==> src/rtl/mul_div_unit_if.sv <==
// Handshake and data bundle between the EX stage and the iterative mul/div unit.
// The master drives requests and MTHI/MTLO writes; the slave returns status and HI/LO.
interface mul_div_unit_if #(
  parameter int WIDTH = 32
);
  logic             start;
  logic [1:0]       op;
  logic [WIDTH-1:0] a;
  logic [WIDTH-1:0] b;
  logic             flush;
  logic             hi_we;
  logic             lo_we;
  logic [WIDTH-1:0] wdata;
  logic             busy;
  logic             done;
  logic [WIDTH-1:0] hi;
  logic [WIDTH-1:0] lo;

  modport master (
    output start, op, a, b, flush, hi_we, lo_we, wdata,
    input  busy, done, hi, lo
  );

  modport slave (
    input  start, op, a, b, flush, hi_we, lo_we, wdata,
    output busy, done, hi, lo
  );
endinterface

==> src/rtl/mul_div_unit.sv <==
// Iterative MULT/MULTU/DIV/DIVU unit owning the HI/LO pair; one result bit per cycle,
// operating on magnitudes with the recorded signs applied in a final fix-up cycle.
module mul_div_unit #(
  parameter int WIDTH = 32
) (
  input  logic           clk,
  input  logic           rst,
  mul_div_unit_if.slave  bus
);
  localparam int CW = $clog2(WIDTH);

  typedef enum logic [1:0] {S_IDLE, S_CALC, S_FIX} state_t;

  state_t           state_q, state_d;
  logic [CW-1:0]    cnt_q, cnt_d;
  logic             is_div_q, is_div_d;
  logic             sign_q, sign_d;
  logic             rsign_q, rsign_d;
  logic             divz_q, divz_d;
  logic [WIDTH-1:0] work_hi_q, work_hi_d;
  logic [WIDTH-1:0] work_lo_q, work_lo_d;
  logic [WIDTH-1:0] opb_q, opb_d;
  logic [WIDTH-1:0] hi_q, hi_d;
  logic [WIDTH-1:0] lo_q, lo_d;
  logic             done_q, done_d;

  // Multiply step: add multiplicand into the upper half, shift the pair right.
  logic [WIDTH:0]   mul_sum;
  // Divide step: restoring shift-subtract on a WIDTH+1 bit partial remainder.
  logic [WIDTH:0]   div_shift, div_diff;
  logic [2*WIDTH-1:0] prod, prod_neg;
  logic             signed_op, a_neg, b_neg;

  always_comb begin
    mul_sum   = {1'b0, work_hi_q} + (work_lo_q[0] ? {1'b0, opb_q} : '0);
    div_shift = {work_hi_q, work_lo_q[WIDTH-1]};
    div_diff  = div_shift - {1'b0, opb_q};
    prod      = {work_hi_q, work_lo_q};
    prod_neg  = -prod;
    signed_op = ~bus.op[0];
    a_neg     = signed_op & bus.a[WIDTH-1];
    b_neg     = signed_op & bus.b[WIDTH-1];
  end

  always_comb begin
    state_d   = state_q;
    cnt_d     = cnt_q;
    is_div_d  = is_div_q;
    sign_d    = sign_q;
    rsign_d   = rsign_q;
    divz_d    = divz_q;
    work_hi_d = work_hi_q;
    work_lo_d = work_lo_q;
    opb_d     = opb_q;
    hi_d      = hi_q;
    lo_d      = lo_q;
    done_d    = 1'b0;
    case (state_q)
      S_IDLE: begin
        if (bus.start && !bus.flush) begin
          work_hi_d = '0;
          work_lo_d = a_neg ? -bus.a : bus.a;
          opb_d     = b_neg ? -bus.b : bus.b;
          cnt_d     = '0;
          is_div_d  = bus.op[1];
          sign_d    = a_neg ^ b_neg;
          rsign_d   = a_neg;
          divz_d    = (bus.b == '0);
          state_d   = S_CALC;
        end else if (!bus.start) begin
          if (bus.hi_we) hi_d = bus.wdata;
          if (bus.lo_we) lo_d = bus.wdata;
        end
      end
      S_CALC: begin
        if (bus.flush) begin
          state_d = S_IDLE;
        end else begin
          if (is_div_q) begin
            if (!div_diff[WIDTH]) begin
              work_hi_d = div_diff[WIDTH-1:0];
              work_lo_d = {work_lo_q[WIDTH-2:0], 1'b1};
            end else begin
              work_hi_d = div_shift[WIDTH-1:0];
              work_lo_d = {work_lo_q[WIDTH-2:0], 1'b0};
            end
          end else begin
            work_hi_d = mul_sum[WIDTH:1];
            work_lo_d = {mul_sum[0], work_lo_q[WIDTH-1:1]};
          end
          cnt_d = cnt_q + 1'b1;
          if (cnt_q == CW'(WIDTH-1)) state_d = S_FIX;
        end
      end
      S_FIX: begin
        state_d = S_IDLE;
        if (!bus.flush) begin
          done_d = 1'b1;
          if (is_div_q) begin
            // Divide by zero falls out as remainder = |a|; only the quotient is forced.
            lo_d = divz_q ? '1 : (sign_q ? -work_lo_q : work_lo_q);
            hi_d = rsign_q ? -work_hi_q : work_hi_q;
          end else begin
            {hi_d, lo_d} = sign_q ? prod_neg : prod;
          end
        end
      end
      default: state_d = S_IDLE;
    endcase
  end

  always_ff @(posedge clk or posedge rst) begin
    if (rst) begin
      state_q   <= S_IDLE;
      cnt_q     <= '0;
      is_div_q  <= 1'b0;
      sign_q    <= 1'b0;
      rsign_q   <= 1'b0;
      divz_q    <= 1'b0;
      work_hi_q <= '0;
      work_lo_q <= '0;
      opb_q     <= '0;
      hi_q      <= '0;
      lo_q      <= '0;
      done_q    <= 1'b0;
    end else begin
      state_q   <= state_d;
      cnt_q     <= cnt_d;
      is_div_q  <= is_div_d;
      sign_q    <= sign_d;
      rsign_q   <= rsign_d;
      divz_q    <= divz_d;
      work_hi_q <= work_hi_d;
      work_lo_q <= work_lo_d;
      opb_q     <= opb_d;
      hi_q      <= hi_d;
      lo_q      <= lo_d;
      done_q    <= done_d;
    end
  end

  assign bus.busy = (state_q != S_IDLE);
  assign bus.done = done_q;
  assign bus.hi   = hi_q;
  assign bus.lo   = lo_q;
endmodule

==> src/flat_wrapper.sv <==
// flat-port wrapper written by rule: the top's interface ports become plain ports
module mul_div_unit_flat 
#(
  parameter int WIDTH = 32
)
  (clk, rst, bus_start, bus_op, bus_a, bus_b, bus_flush, bus_hi_we, bus_lo_we, bus_wdata, bus_busy, bus_done, bus_hi, bus_lo);
  mul_div_unit_if #(.WIDTH(WIDTH)) bus_i ();
  input  logic clk;
  input  logic rst;
  input wire logic [$bits(bus_i.start)-1:0] bus_start;
  input wire logic [$bits(bus_i.op)-1:0] bus_op;
  input wire logic [$bits(bus_i.a)-1:0] bus_a;
  input wire logic [$bits(bus_i.b)-1:0] bus_b;
  input wire logic [$bits(bus_i.flush)-1:0] bus_flush;
  input wire logic [$bits(bus_i.hi_we)-1:0] bus_hi_we;
  input wire logic [$bits(bus_i.lo_we)-1:0] bus_lo_we;
  input wire logic [$bits(bus_i.wdata)-1:0] bus_wdata;
  output wire logic [$bits(bus_i.busy)-1:0] bus_busy;
  output wire logic [$bits(bus_i.done)-1:0] bus_done;
  output wire logic [$bits(bus_i.hi)-1:0] bus_hi;
  output wire logic [$bits(bus_i.lo)-1:0] bus_lo;
  assign bus_i.start = bus_start;
  assign bus_i.op = bus_op;
  assign bus_i.a = bus_a;
  assign bus_i.b = bus_b;
  assign bus_i.flush = bus_flush;
  assign bus_i.hi_we = bus_hi_we;
  assign bus_i.lo_we = bus_lo_we;
  assign bus_i.wdata = bus_wdata;
  assign bus_busy = bus_i.busy;
  assign bus_done = bus_i.done;
  assign bus_hi = bus_i.hi;
  assign bus_lo = bus_i.lo;
  mul_div_unit #(.WIDTH(WIDTH)) u_core (.clk(clk), .rst(rst), .bus(bus_i));
endmodule
==> config.mk <==
export PLATFORM = sky130hd
export DESIGN_NAME = mul_div_unit_flat
export DESIGN_NICKNAME = d
export VERILOG_FILES = /design/src/rtl/mul_div_unit_if.sv /design/src/rtl/mul_div_unit.sv /design/src/flat_wrapper.sv
export SDC_FILE = /design/constraint.sdc
export NUM_CORES = 1
export LEC_CHECK = 0
export BUFFER_PORTS_ARGS = -buffer_cell sky130_fd_sc_hd__clkbuf_2
export CORE_MARGIN = 8
export CORE_UTILIZATION = 23
export CTS_BUF_LIST = sky130_fd_sc_hd__clkbuf_8
export CTS_CLUSTER_SIZE = 14
export DETAILED_ROUTE_END_ITERATION = 7
export HOLD_SLACK_MARGIN = 0.08
export MAX_ROUTING_LAYER = met4
export PLACE_DENSITY_LB_ADDON = 0.05
export SETUP_SLACK_MARGIN = 0.4
export SYNTH_ARGS = -nofsm -noshare
export SYNTH_HDL_FRONTEND = slang
export SYNTH_SLANG_ARGS = --single-unit
==> constraint.sdc <==
create_clock -name clk -period 11.6 [get_ports clk]
set_input_delay 2.9 -clock clk [delete_from_list [all_inputs] [get_ports clk]]
set_output_delay 2.9 -clock clk [all_outputs]
set_load 0.01 [all_outputs]
==> impl_metrics.json, run 1 <==
{
  "postSynthAreaPerCell_sq_um": 7.92,
  "post_cts_setup_bufs": 0,
  "timing.critical_path.arrival_ns": 5.37,
  "num_rows": 91,
  "worst_pin_slew_ns": 1.14,
  "placement.io_buffers": 169,
  "floorplan.initialDensity_pct": 23.2,
  "antenna_violations_before_repair": 2,
  "vias_in_the_first_global_route": 13736,
  "grt.total_usage_pct": 17.2,
  "globalplace.congestion": 0.823,
  "area_growth_syn_to_layout_pct": 13.9,
  "postSynthCellCount": 1794,
  "tritoncts": "done",
  "cts.repair.resized": 0,
  "floorplan.core_area_sq_mm": 0.0614,
  "worst_hold_path_type": "flip-flop to flip-flop",
  "irDropWorstVdd_v": 0.0000917,
  "post-place-cells": 2664,
  "routed_wirelength_um": 59000,
  "proportion_of_synthesized_area_in_mux_cells_pct": 4.05,
  "post_synth_fa_ha_maj_area_fraction_pct": 6.45,
  "netlist_area_sq_mm": 0.0142,
  "achievable-frequency_ghz": 0.203,
  "cts_sinks": 172,
  "fin_tns_setup_ns": 0,
  "timing.critical_path.required_ns": 12.05,
  "power-per-cell-area_mw_per_mm2": 221,
  "global_route.overflow_total": 0,
  "cts_inserted_buffers": 17,
  "ys_ff_latch": 172,
  "drt_first_pass_iters": 5,
  "drive_gt1_share_pct": 14.1,
  "worstSetupStartpointType": "input pin",
  "cts_hold_repair.buffers": 0,
  "io-pin-count": 170,
  "number_of_synthesized_flops_with_an_enable_pin": 0,
  "synth_fp_nets": 1970,
  "synthFlopType": "dfrtp_1",
  "max_cap_viol_count": 0,
  "synth_top_family_by_area": "compound AO/OA/AOI/OAI gates",
  "dp_hpwl_um": 46300,
  "clock_insertion_delay_worst_skew_ns": 0.58,
  "postSynth.asyncResetShare_pct": 100,
  "num-nets-final": 2069,
  "maxSlewViolCount": 0,
  "cts_htree_levels": 4,
  "post_synth_xor_area_fraction_pct": 10.5,
  "post_route_drc": 0,
  "cts.clk_slew.worst_paths_ns": 0.11,
  "slew-limit-headroom_pct": 24.0,
  "synth_compound_gate_area_share_pct": 25.2,
  "grt_setup_unrepaired": "no",
  "synth_simple_gate_area_share_pct": 19.0,
  "yosysWarningCount": 0,
  "final_cells": 2698,
  "avgRoutedWirePerCell_um": 21.9,
  "fp.dieH_um": 265,
  "maximum_number_of_pins_on_one_net_before_global_route_repair": 79,
  "critPathMaxFanout": 5,
  "post_synth_num_cell_types": 76,
  "worstSetupEndpointType": "flip-flop",
  "period_minus_slack_ns": 4.93,
  "vias_per_cell": 4.92,
  "dr_total_vias": 13267,
  "drt_antenna_net_count": 0,
  "finClkSkew_ns": 0.0221,
  "final_count_of_negative_setup_slack_endpoints": 0,
  "die_x_um": 265,
  "first_pass_grt_wire_length_um": 89400,
  "hold_viol": 0,
  "drt-initial-drc-count": 660,
  "ctsRootBufferMaster": "clkbuf_8",
  "bufs_on_longest_clock_path": 2,
  "outcome": "completed",
  "synth_seq_area_share_pct": 30.3,
  "power_leakage_uw": 0.00712,
  "timing.setup.critical_path_class": "input pin to flip-flop",
  "die_area_sq_mm": 0.0700,
  "fin_crit_sh_pct": 42.5
}
## final timing paths
kind                       slack [ns]                             from                               end  cells after the start
max in group asynchronous        7.96                              rst      u_core.opb_q[22]$_DFFE_PP0P_                      3
min reg2reg                      0.49    u_core.bus.lo[17]$_DFFE_PP0P_     u_core.bus.lo[17]$_DFFE_PP0P_                      2
min in group asynchronous        2.42                              rst     u_core.bus.lo[28]$_DFFE_PP0P_                      2
max reg2reg                      6.98  u_core.work_hi_q[0]$_DFFE_PP0P_  u_core.work_hi_q[19]$_DFFE_PP0P_                     12
max                              6.67                         bus_a[5]  u_core.work_lo_q[30]$_DFFE_PP0P_                     10
min                              0.49    u_core.bus.lo[17]$_DFFE_PP0P_     u_core.bus.lo[17]$_DFFE_PP0P_                      2
## metal layers
| layer | up-vias | share of wire (%) | track usage (%) |
|---|---|---|---|
| li1 | 6653 | - | - |
| met3 | 26 | 2.8 | 2.63 |
| met4 | 0 | 0.92 | 3.37 |
| met1 | 6370 | 50 | 23.3 |
| met2 | 218 | 46 | 27.1 |
| met5 | - | 0 | - |
## layout make-up
cell class	instances	area (sq um)
Multi-Input combinational cell	1456	9300
Antenna cell	2	5.00
Clock inverter	15	139
Clock buffer	17	234
Timing Repair Buffer	186	973
Fill cell	6810	45200
Tap cell	790	988
Sequential cell	172	4310
Inverter	60	233
## synthesized netlist by cell type, drive strengths merged (19+ instances only)
cell    instances  area, sq um
a21o           24          180
a21oi         126          631
a22oi          19          143
a31oi          21          131
clkbuf         94          353
dfrtp         172         4300
ha             70          876
inv            59          221
mux2i          53          531
nand2         229          862
nand3          26          135
nor2          138          518
nor3           26          146
nor4           20          168
o21ai         241         1210
o22ai          36          225
o31ai          28          215
xnor2          95          832
xor2           75          657
## sequential cells by signal, summed over array words and instances (netlist names)
| register | flops |
|---|---|
| u_core.bus.done | 1 |
| u_core.bus.hi | 32 |
| u_core.bus.lo | 32 |
| u_core.cnt_q | 5 |
| u_core.divz_q | 1 |
| u_core.is_div_q | 1 |
| u_core.opb_q | 32 |
| u_core.rsign_q | 1 |
| u_core.sign_q | 1 |
| u_core.state_q | 2 |
| u_core.work_hi_q | 32 |
| u_core.work_lo_q | 32 |
## through the flow
step | setup WS (ns) | hold WS (ns) | instance area, sq um | total power [uW] | utilization [%]
after detailed placement | 6.10 | 0.471 | 15800 | 3150 | 25.7
final | 6.67 | 0.487 | 16200 | 3580 | 26.4
after global placement | 6.09 | 0.460 | 15800 | 3150 | 25.7
after global routing | 6.38 | 0.511 | 16200 | 3890 | 26.4
after CTS | 6.75 | 0.496 | 16200 | 3620 | 26.4
after floorplan | 4.04 | 0.450 | 14200 | 2510 | -
## report_power, final
part | internal (uW) | switching, uW | leakage (uW) | total [uW]
logic | 829 | 1240 | 0.00480 | 2070
registers | 746 | 314 | 0.00214 | 1060
clock network | 172 | 283 | 0.000181 | 455
total | 1750 | 1830 | 0.00712 | 3580
## cell usage in the layout, fill, tap and decap left out, drive strengths merged, types with 20 or more instances in the layout
master and instances:
ha 70, nor4 20, a31oi 21, o31ai 28, dfrtp 172, clkbuf 186, mux2i 53, nor3 26
inv 65, nand3 26, xor2 75, xnor2 95, nand2 229, o22ai 36, o21ai 241, a21oi 126
nor2 138, a21o 24
## cell families (layout without fill, tap and decap cells)
| group | after synthesis | count (layout) |
|---|---|---|
| compound gates | 590 | 590 |
| simple gates | 567 | 567 |
| flops | 172 | 172 |
| xor+xnor | 170 | 170 |
| buf+inv | 166 | 278 |
| fa+ha+maj | 72 | 72 |
| mux | 57 | 57 |
| other cells | 0 | 2 |
## critical path: stages
cell	delay, ns
clkbuf_2	0.10
nor4_1	0.63
nand3_1	0.23
nor4_1	0.42
and2_1	0.27
a21o_1	0.25
o21ai_0	0.15
xor2_1	0.19
a21oi_1	0.15
a21oi_1	0.08
No activity file was read; power rests on OpenSTA's default activity.
==> inputs of run 2 (changes only) <==
--- a/config.mk
+++ b/config.mk
@@ -5,6 +5,7 @@
 export SDC_FILE = /design/constraint.sdc
 export NUM_CORES = 1
 export LEC_CHECK = 0
+export ABC_AREA = 1
 export BUFFER_PORTS_ARGS = -buffer_cell sky130_fd_sc_hd__clkbuf_2
 export CORE_MARGIN = 8
 export CORE_UTILIZATION = 23
==> constraint.sdc (replaced) <==
create_clock -name clk -period 4.49 [get_ports clk]
set_input_delay 1.1225 -clock clk [delete_from_list [all_inputs] [get_ports clk]]
set_output_delay 1.1225 -clock clk [all_outputs]
set_load 0.01 [all_outputs]
==> run 2 against run 1 <==
Clock-buffer cell count unchanged. Sequential power increased to 3.2 times the previous value. First-iteration DRC count increased by 120%. Critical path type is now flip-flop to flip-flop.
==> impl_metrics.json, run 2 <==
{
  "power-per-cell-area_mw_per_mm2": 772,
  "synth_top_area_cell": "dfrtp_1",
  "globalplace.congestion": 0.912,
  "vias_in_the_first_global_route": 19508,
  "max_cap_viol_count": 0,
  "floorplan.core_area_sq_mm": 0.0754,
  "cts_hold_repair.buffers": 0,
  "antenna_violations_before_repair": 3,
  "area_growth_syn_to_layout_pct": 13.3,
  "netlist_area_sq_mm": 0.0174,
  "drt-initial-drc-count": 1426,
  "maximum_number_of_pins_on_one_net_before_global_route_repair": 74,
  "achievable-frequency_ghz": 0.285,
  "period_minus_slack_ns": 3.51,
  "maxSlewViolCount": 0,
  "vias_per_cell": 4.87,
  "postSynth.asyncResetShare_pct": 100,
  "slew-limit-headroom_pct": 44.4,
  "floorplan.initialDensity_pct": 23.1,
  "timing.critical_path.arrival_ns": 4.01,
  "synth_fp_nets": 3178,
  "die_area_sq_mm": 0.0849,
  "fp.dieH_um": 291,
  "placement.setup.worst_slack_ns": 1.01,
  "routed-wl-met2_um": 42700,
  "final_count_of_negative_setup_slack_endpoints": 0,
  "routed_wirelength_um": 90800,
  "post-place-cells": 4087,
  "drt_first_pass_iters": 7,
  "grt.total_usage_pct": 21.5,
  "final_cells": 4121,
  "cts.repair.resized": 0,
  "placement.io_buffers": 169,
  "worst_pin_slew_ns": 0.835,
  "first_pass_grt_wire_length_um": 133000,
  "power_leakage_uw": 0.0100,
  "synth_commonest_cells": "891 x nand2_1, 397 x inv_1, 384 x nor2_1",
  "netlist.area_leader.share_pct": 24.7,
  "timing.critical_path.required_ns": 4.99,
  "ff2ff_setup_slack_ns": 0.98,
  "postSynthCellCount": 3002,
  "worstSetupStartpointType": "flip-flop",
  "fin_tns_setup_ns": 0,
  "tot_pwr_uw": 15200,
  "met3_wl_post_dr_um": 4080,
  "ctsRootBufferMaster": "clkbuf_8",
  "synth_seq_area_share_pct": 24.7,
  "mostFrequentLayoutCell": "nand2_1",
  "cts_sinks": 172,
  "hold_viol": 0,
  "global_route.overflow_total": 0,
  "tritoncts": "done",
  "cts_htree_levels": 4,
  "post_synth_num_cell_types": 54,
  "worstSetupEndpointType": "flip-flop",
  "cts.clk_slew.worst_paths_ns": 0.13,
  "bufs_on_longest_clock_path": 2,
  "synthFlopType": "dfrtp_1",
  "yosys.cell_count.top_type": "nand2_1",
  "finClkSkew_ns": 0.0340,
  "cts_inserted_buffers": 17,
  "number_of_synthesized_flops_with_an_enable_pin": 0,
  "dr_total_vias": 20067,
  "num_rows": 101,
  "clock_insertion_delay_worst_skew_ns": 0.59,
  "fin_crit_sh_pct": 78.2,
  "ys_ff_latch": 172,
  "critPathMaxFanout": 24,
  "top_layer": "met4",
  "post_route_drc": 0,
  "die_x_um": 291,
  "worst_hold_path_type": "input pin to async pin",
  "setup_ws_ns": 0.977,
  "drt-met1-wl_um": 42200,
  "commonest_non_fill_non_tap_cells_in_the_layout": "891 x nand2_1, 397 x inv_1, 381 x nor2_1",
  "timing.setup.critical_path_class": "flip-flop to flip-flop",
  "post_cts_setup_bufs": 0,
  "io-pin-count": 170,
  "drive_gt1_share_pct": 9.49,
  "drt_antenna_net_count": 0,
  "postSynthAreaPerCell_sq_um": 5.81,
  "avgRoutedWirePerCell_um": 22.0,
  "irDropWorstVdd_v": 0.000419,
  "num-nets-final": 3304,
  "netlist_top_cells_area": "dfrtp_1 25%, nand2_1 19%, inv_1 8.5%, nand3_1 8.3%, nor2_1 8.3%",
  "dp_hpwl_um": 74300,
  "outcome": "completed",
  "yosysWarningCount": 0,
  "grt_setup_unrepaired": "no"
}
## run 2: cell count changes after synthesis, moves of 42 or more
cell and delta:
a21oi_1 +97, clkbuf_1 -47, inv_1 +338, mux2i_1 -52
nand2_1 +663, nand3_1 +264, nor2_1 +246, xnor2_1 -78
xor2_1 -42
## run 2: per-layer routing
| metal | vias up | GRT usage (%) |
|---|---|---|
| li1 | 9897 | - |
| met4 | 0 | 5.27 |
| met5 | - | - |
| met3 | 80 | 2.68 |
| met1 | 9536 | 28.0 |
| met2 | 554 | 35.3 |
## run 2: cell type report
cell class	instances	area, sq um
clock buffers	17	234
fillers	8749	55700
flip-flops and latches	172	4310
well taps	978	1220
clock inverters	15	139
repair buffers	205	1150
inverters	413	1550
diodes	2	5.00
multi-input cells	2319	11100
## run 2: critical path, cell delays in order (launching register included)
cell	delay, ns
dfrtp_1	0.60
inv_1	0.28
fa_1	0.57
inv_1	0.14
nand2_1	0.06
nand2_1	0.07
nand3_1	0.08
nand2_2	0.12
nand2_2	0.07
nand2_4	0.08
nand2_2	0.07
nand2_2	0.06
nand2_1	0.07
nand2_2	0.42
buf_4	0.32
nand3_1	0.19
nand3_1	0.12
nand2_1	0.06
nand2_1	0.06
## run 2: final timing paths
| kind | end | depth (start not counted) | startpoint |
|---|---|---|---|
| max reg2reg | u_core.work_hi_q[24]$_DFFE_PP0P_ | 18 | u_core.work_hi_q[0]$_DFFE_PP0P_ |
| min | u_core.work_hi_q[4]$_DFFE_PP0P_ | 2 | rst |
| min in group clk | u_core.bus.lo[19]$_DFFE_PP0P_ | 2 | u_core.bus.lo[19]$_DFFE_PP0P_ |
| max | u_core.work_hi_q[24]$_DFFE_PP0P_ | 18 | u_core.work_hi_q[0]$_DFFE_PP0P_ |
| max in group asynchronous | u_core.cnt_q[0]$_DFFE_PP0P_ | 3 | rst |
| min reg2reg | u_core.bus.lo[19]$_DFFE_PP0P_ | 2 | u_core.bus.lo[19]$_DFFE_PP0P_ |
## run 2: where the power goes
| part | switching [uW] | leakage, uW | internal [uW] |
|---|---|---|---|
| clock | 737 | 0.000180 | 445 |
| combinational | 7540 | 0.00782 | 3180 |
| sequential | 1090 | 0.00205 | 2250 |
## run 2: cell families (layout without fill, tap and decap cells)
kind of cell               after synthesis  after routing  synth area share [%]
xor gates and xnor gates                50             50                  2.51
and+or+nand+nor                       1682           1682                  40.1
buffers and inverters                  511            650                  11.5
adders and majority gates               72             72                  5.25
AOI/OAI and AO/OA                      514            514                  15.9
muxes                                    1              1                0.0574
DFF                                    172            172                  24.7
other                                    0              2                     0
## run 2: through the flow
| stage | cell area [sq um] | hold slack (ns) | util (%) |
|---|---|---|---|
| after floorplan | 17400 | 0.446 | - |
| after global placement | 19400 | 0.482 | 25.7 |
| after detailed placement | 19400 | 0.483 | 25.7 |
| after CTS | 19700 | 0.386 | 26.2 |
| after global routing | 19800 | 0.434 | 26.2 |
| final | 19800 | 0.454 | 26.2 |
==> inputs of run 3 (changes only) <==
==> constraint.sdc (replaced) <==
create_clock -name clk -period 3.35 [get_ports clk]
set_input_delay 0.8375 -clock clk [delete_from_list [all_inputs] [get_ports clk]]
set_output_delay 0.8375 -clock clk [all_outputs]
set_load 0.01 [all_outputs]
==> run 3 against run 2 <==
Clock-buffer cell count unchanged. Worst setup slack got worse by 0.48 ns. Final area increased by 2.3%. Fmax increased by 23%. Via count increased by 0.93%. Core utilization increased by 0.61 points.
==> impl_metrics.json, run 3 (synthesized netlist as in run 2, its figures left out) <==
{
  "power_leakage_uw": 0.0103,
  "final_instance_area_sq_mm": 0.0202,
  "internal-power_uw": 8390,
  "global_route.overflow_total": 0,
  "commonest_non_fill_non_tap_cells_in_the_layout": "891 x nand2_1, 396 x inv_1, 379 x nor2_1",
  "floorplan.initialDensity_pct": 23.1,
  "cts_sinks": 172,
  "clock_insertion_delay_worst_skew_ns": 0.59,
  "final_cells": 4175,
  "die_x_um": 291,
  "first_pass_grt_wire_length_um": 135000,
  "drt_antenna_net_count": 0,
  "period_minus_slack_ns": 2.85,
  "slew-limit-headroom_pct": 43.0,
  "die_area_sq_mm": 0.0849,
  "dpl-instance-area_sq_mm": 0.0197,
  "grt_setup_unrepaired": "yes",
  "cts.clk_slew.worst_paths_ns": 0.12,
  "vias_per_cell": 4.85,
  "p_clk_share_pct": 8.0,
  "fillers": 8707,
  "worstSetupStartpointType": "flip-flop",
  "timing.critical_path.required_ns": 3.89,
  "switchingPower_uw": 12900,
  "share_seq_of_total_power_pct": 19.4,
  "power-per-cell-area_mw_per_mm2": 1050,
  "irDropWorstVdd_v": 0.000336,
  "critPathMaxFanout": 31,
  "globalplace.congestion": 0.906,
  "max_cap_viol_count": 0,
  "tot_pwr_uw": 21300,
  "hold_viol": 0,
  "finClkSkew_ns": 0.0269,
  "routed_wirelength_um": 93100,
  "floorplan.core_area_sq_mm": 0.0754,
  "num-nets-final": 3353,
  "dp_hpwl_um": 76400,
  "final_count_of_negative_setup_slack_endpoints": 0,
  "num_rows": 101,
  "achievable-frequency_ghz": 0.351,
  "fp.dieH_um": 291,
  "drt_first_pass_iters": 5,
  "fin_crit_sh_pct": 85.1,
  "maximum_number_of_pins_on_one_net_before_global_route_repair": 102,
  "post_route_drc": 0,
  "drive_gt1_share_pct": 11.1,
  "cts_inserted_buffers": 17,
  "post-place-cells": 4129,
  "cts_hold_repair.buffers": 0,
  "timing.setup.critical_path_class": "flip-flop to flip-flop",
  "cts_htree_levels": 4,
  "avgRoutedWirePerCell_um": 22.3,
  "ctsRootBufferMaster": "clkbuf_8",
  "timing.critical_path.arrival_ns": 3.39,
  "dr_total_vias": 20253,
  "io-pin-count": 170,
  "whs_ns": 0.181,
  "mostFrequentLayoutCell": "nand2_1",
  "antenna_violations_before_repair": 7,
  "p_comb_share_pct": 72.6,
  "power.share.switching_pct": 60.6,
  "worst_pin_slew_ns": 0.855,
  "fin_tns_setup_ns": 0,
  "worst_hold_path_type": "input pin to async pin",
  "placement.io_buffers": 169,
  "area_growth_syn_to_layout_pct": 15.9,
  "drt-initial-drc-count": 1410,
  "worstSetupEndpointType": "flip-flop",
  "vias_in_the_first_global_route": 19613,
  "maxSlewViolCount": 0,
  "outcome": "completed",
  "tritoncts": "done",
  "grt.total_usage_pct": 21.9,
  "bufs_on_longest_clock_path": 2
}
==> run 3: area by class of cell <==
| cell class | instances | area [sq um] | share of cell area (%) |
|---|---|---|---|
| Timing Repair Buffer | 253 | 1530 | 7.57 |
| Inverter | 413 | 1550 | 7.69 |
| Multi-Input combinational cell | 2320 | 11200 | 55.2 |
| Sequential cell | 172 | 4310 | 21.3 |
| Tap cell | 978 | 1220 | 6.05 |
| Antenna cell | 7 | 17.5 | 0.0867 |
| Clock buffer | 17 | 234 | 1.16 |
| Clock inverter | 15 | 179 | 0.885 |
==> run 3: final timing paths <==
| kind | start | endpoint | slack (ns) | cells past startpoint |
|---|---|---|---|---|
| worst max-delay path | u_core.work_lo_q[0]$_DFFE_PP0P_ | u_core.work_hi_q[27]$_DFFE_PP0P_ | 0.50 | 16 |
| worst min-delay path | rst | u_core.work_hi_q[6]$_DFFE_PP0P_ | 0.18 | 2 |
| worst max register to register | u_core.work_lo_q[0]$_DFFE_PP0P_ | u_core.work_hi_q[27]$_DFFE_PP0P_ | 0.50 | 16 |
| worst min register to register | u_core.work_lo_q[21]$_DFFE_PP0P_ | u_core.work_lo_q[21]$_DFFE_PP0P_ | 0.52 | 2 |
| max in group asynchronous | rst | u_core.opb_q[27]$_DFFE_PP0P_ | 2.20 | 3 |
| min in group clk | bus_flush | u_core.bus.done$_DFF_PP0_ | 0.47 | 2 |
==> run 3: power by group through the flow <==
stage	clock network (uW)	logic, uW	registers (uW)
floorplan	0	9560	3900
global placement	0	15400	4170
detailed placement	0	15300	4180
CTS	1770	15400	4130
global route	1830	17200	4250
finish	1700	15500	4140
==> run 3: critical path, cell delays in order (launching register included) <==
cell and delay (ns):
dfrtp_2 0.48, buf_12 0.18, nand2_1 0.10, inv_1 0.05
ha_1 0.38, nand2_1 0.14, nor2_2 0.16, inv_1 0.05
nor3_1 0.23, nand2_1 0.08, nand3_1 0.21, nand2_1 0.13
a21oi_1 0.16, nor2_1 0.06, nor2_1 0.18, nand2_1 0.10
nand2_1 0.07
==> run 3: per-layer routing <==
metal	routed length, um	track usage (%)
met1	43400	28.5
met2	43100	35.2
met3	4100	2.99
met4	2390	6.39
met5	0	-
==> run 3: metrics by stage <==
stage	setup slack (ns)	util, %
5_1_grt	0.342	26.8
3_3_place_gp	0.0291	26.1
3_5_place_dp	0.100	26.1
4_1_cts	0.419	26.7
2_1_floorplan	0.316	-
6_report	0.499	26.8
==> run 3: repair_timing <==
action / CTS / global route
buffers inserted: 0 / 6
endpoints found under the hold margin: 0 / 0
gates cloned: 0 / 1
pin swaps: 0 / 1
endpoints found under the setup margin: 9 / 27
resized for setup: 1 / 9
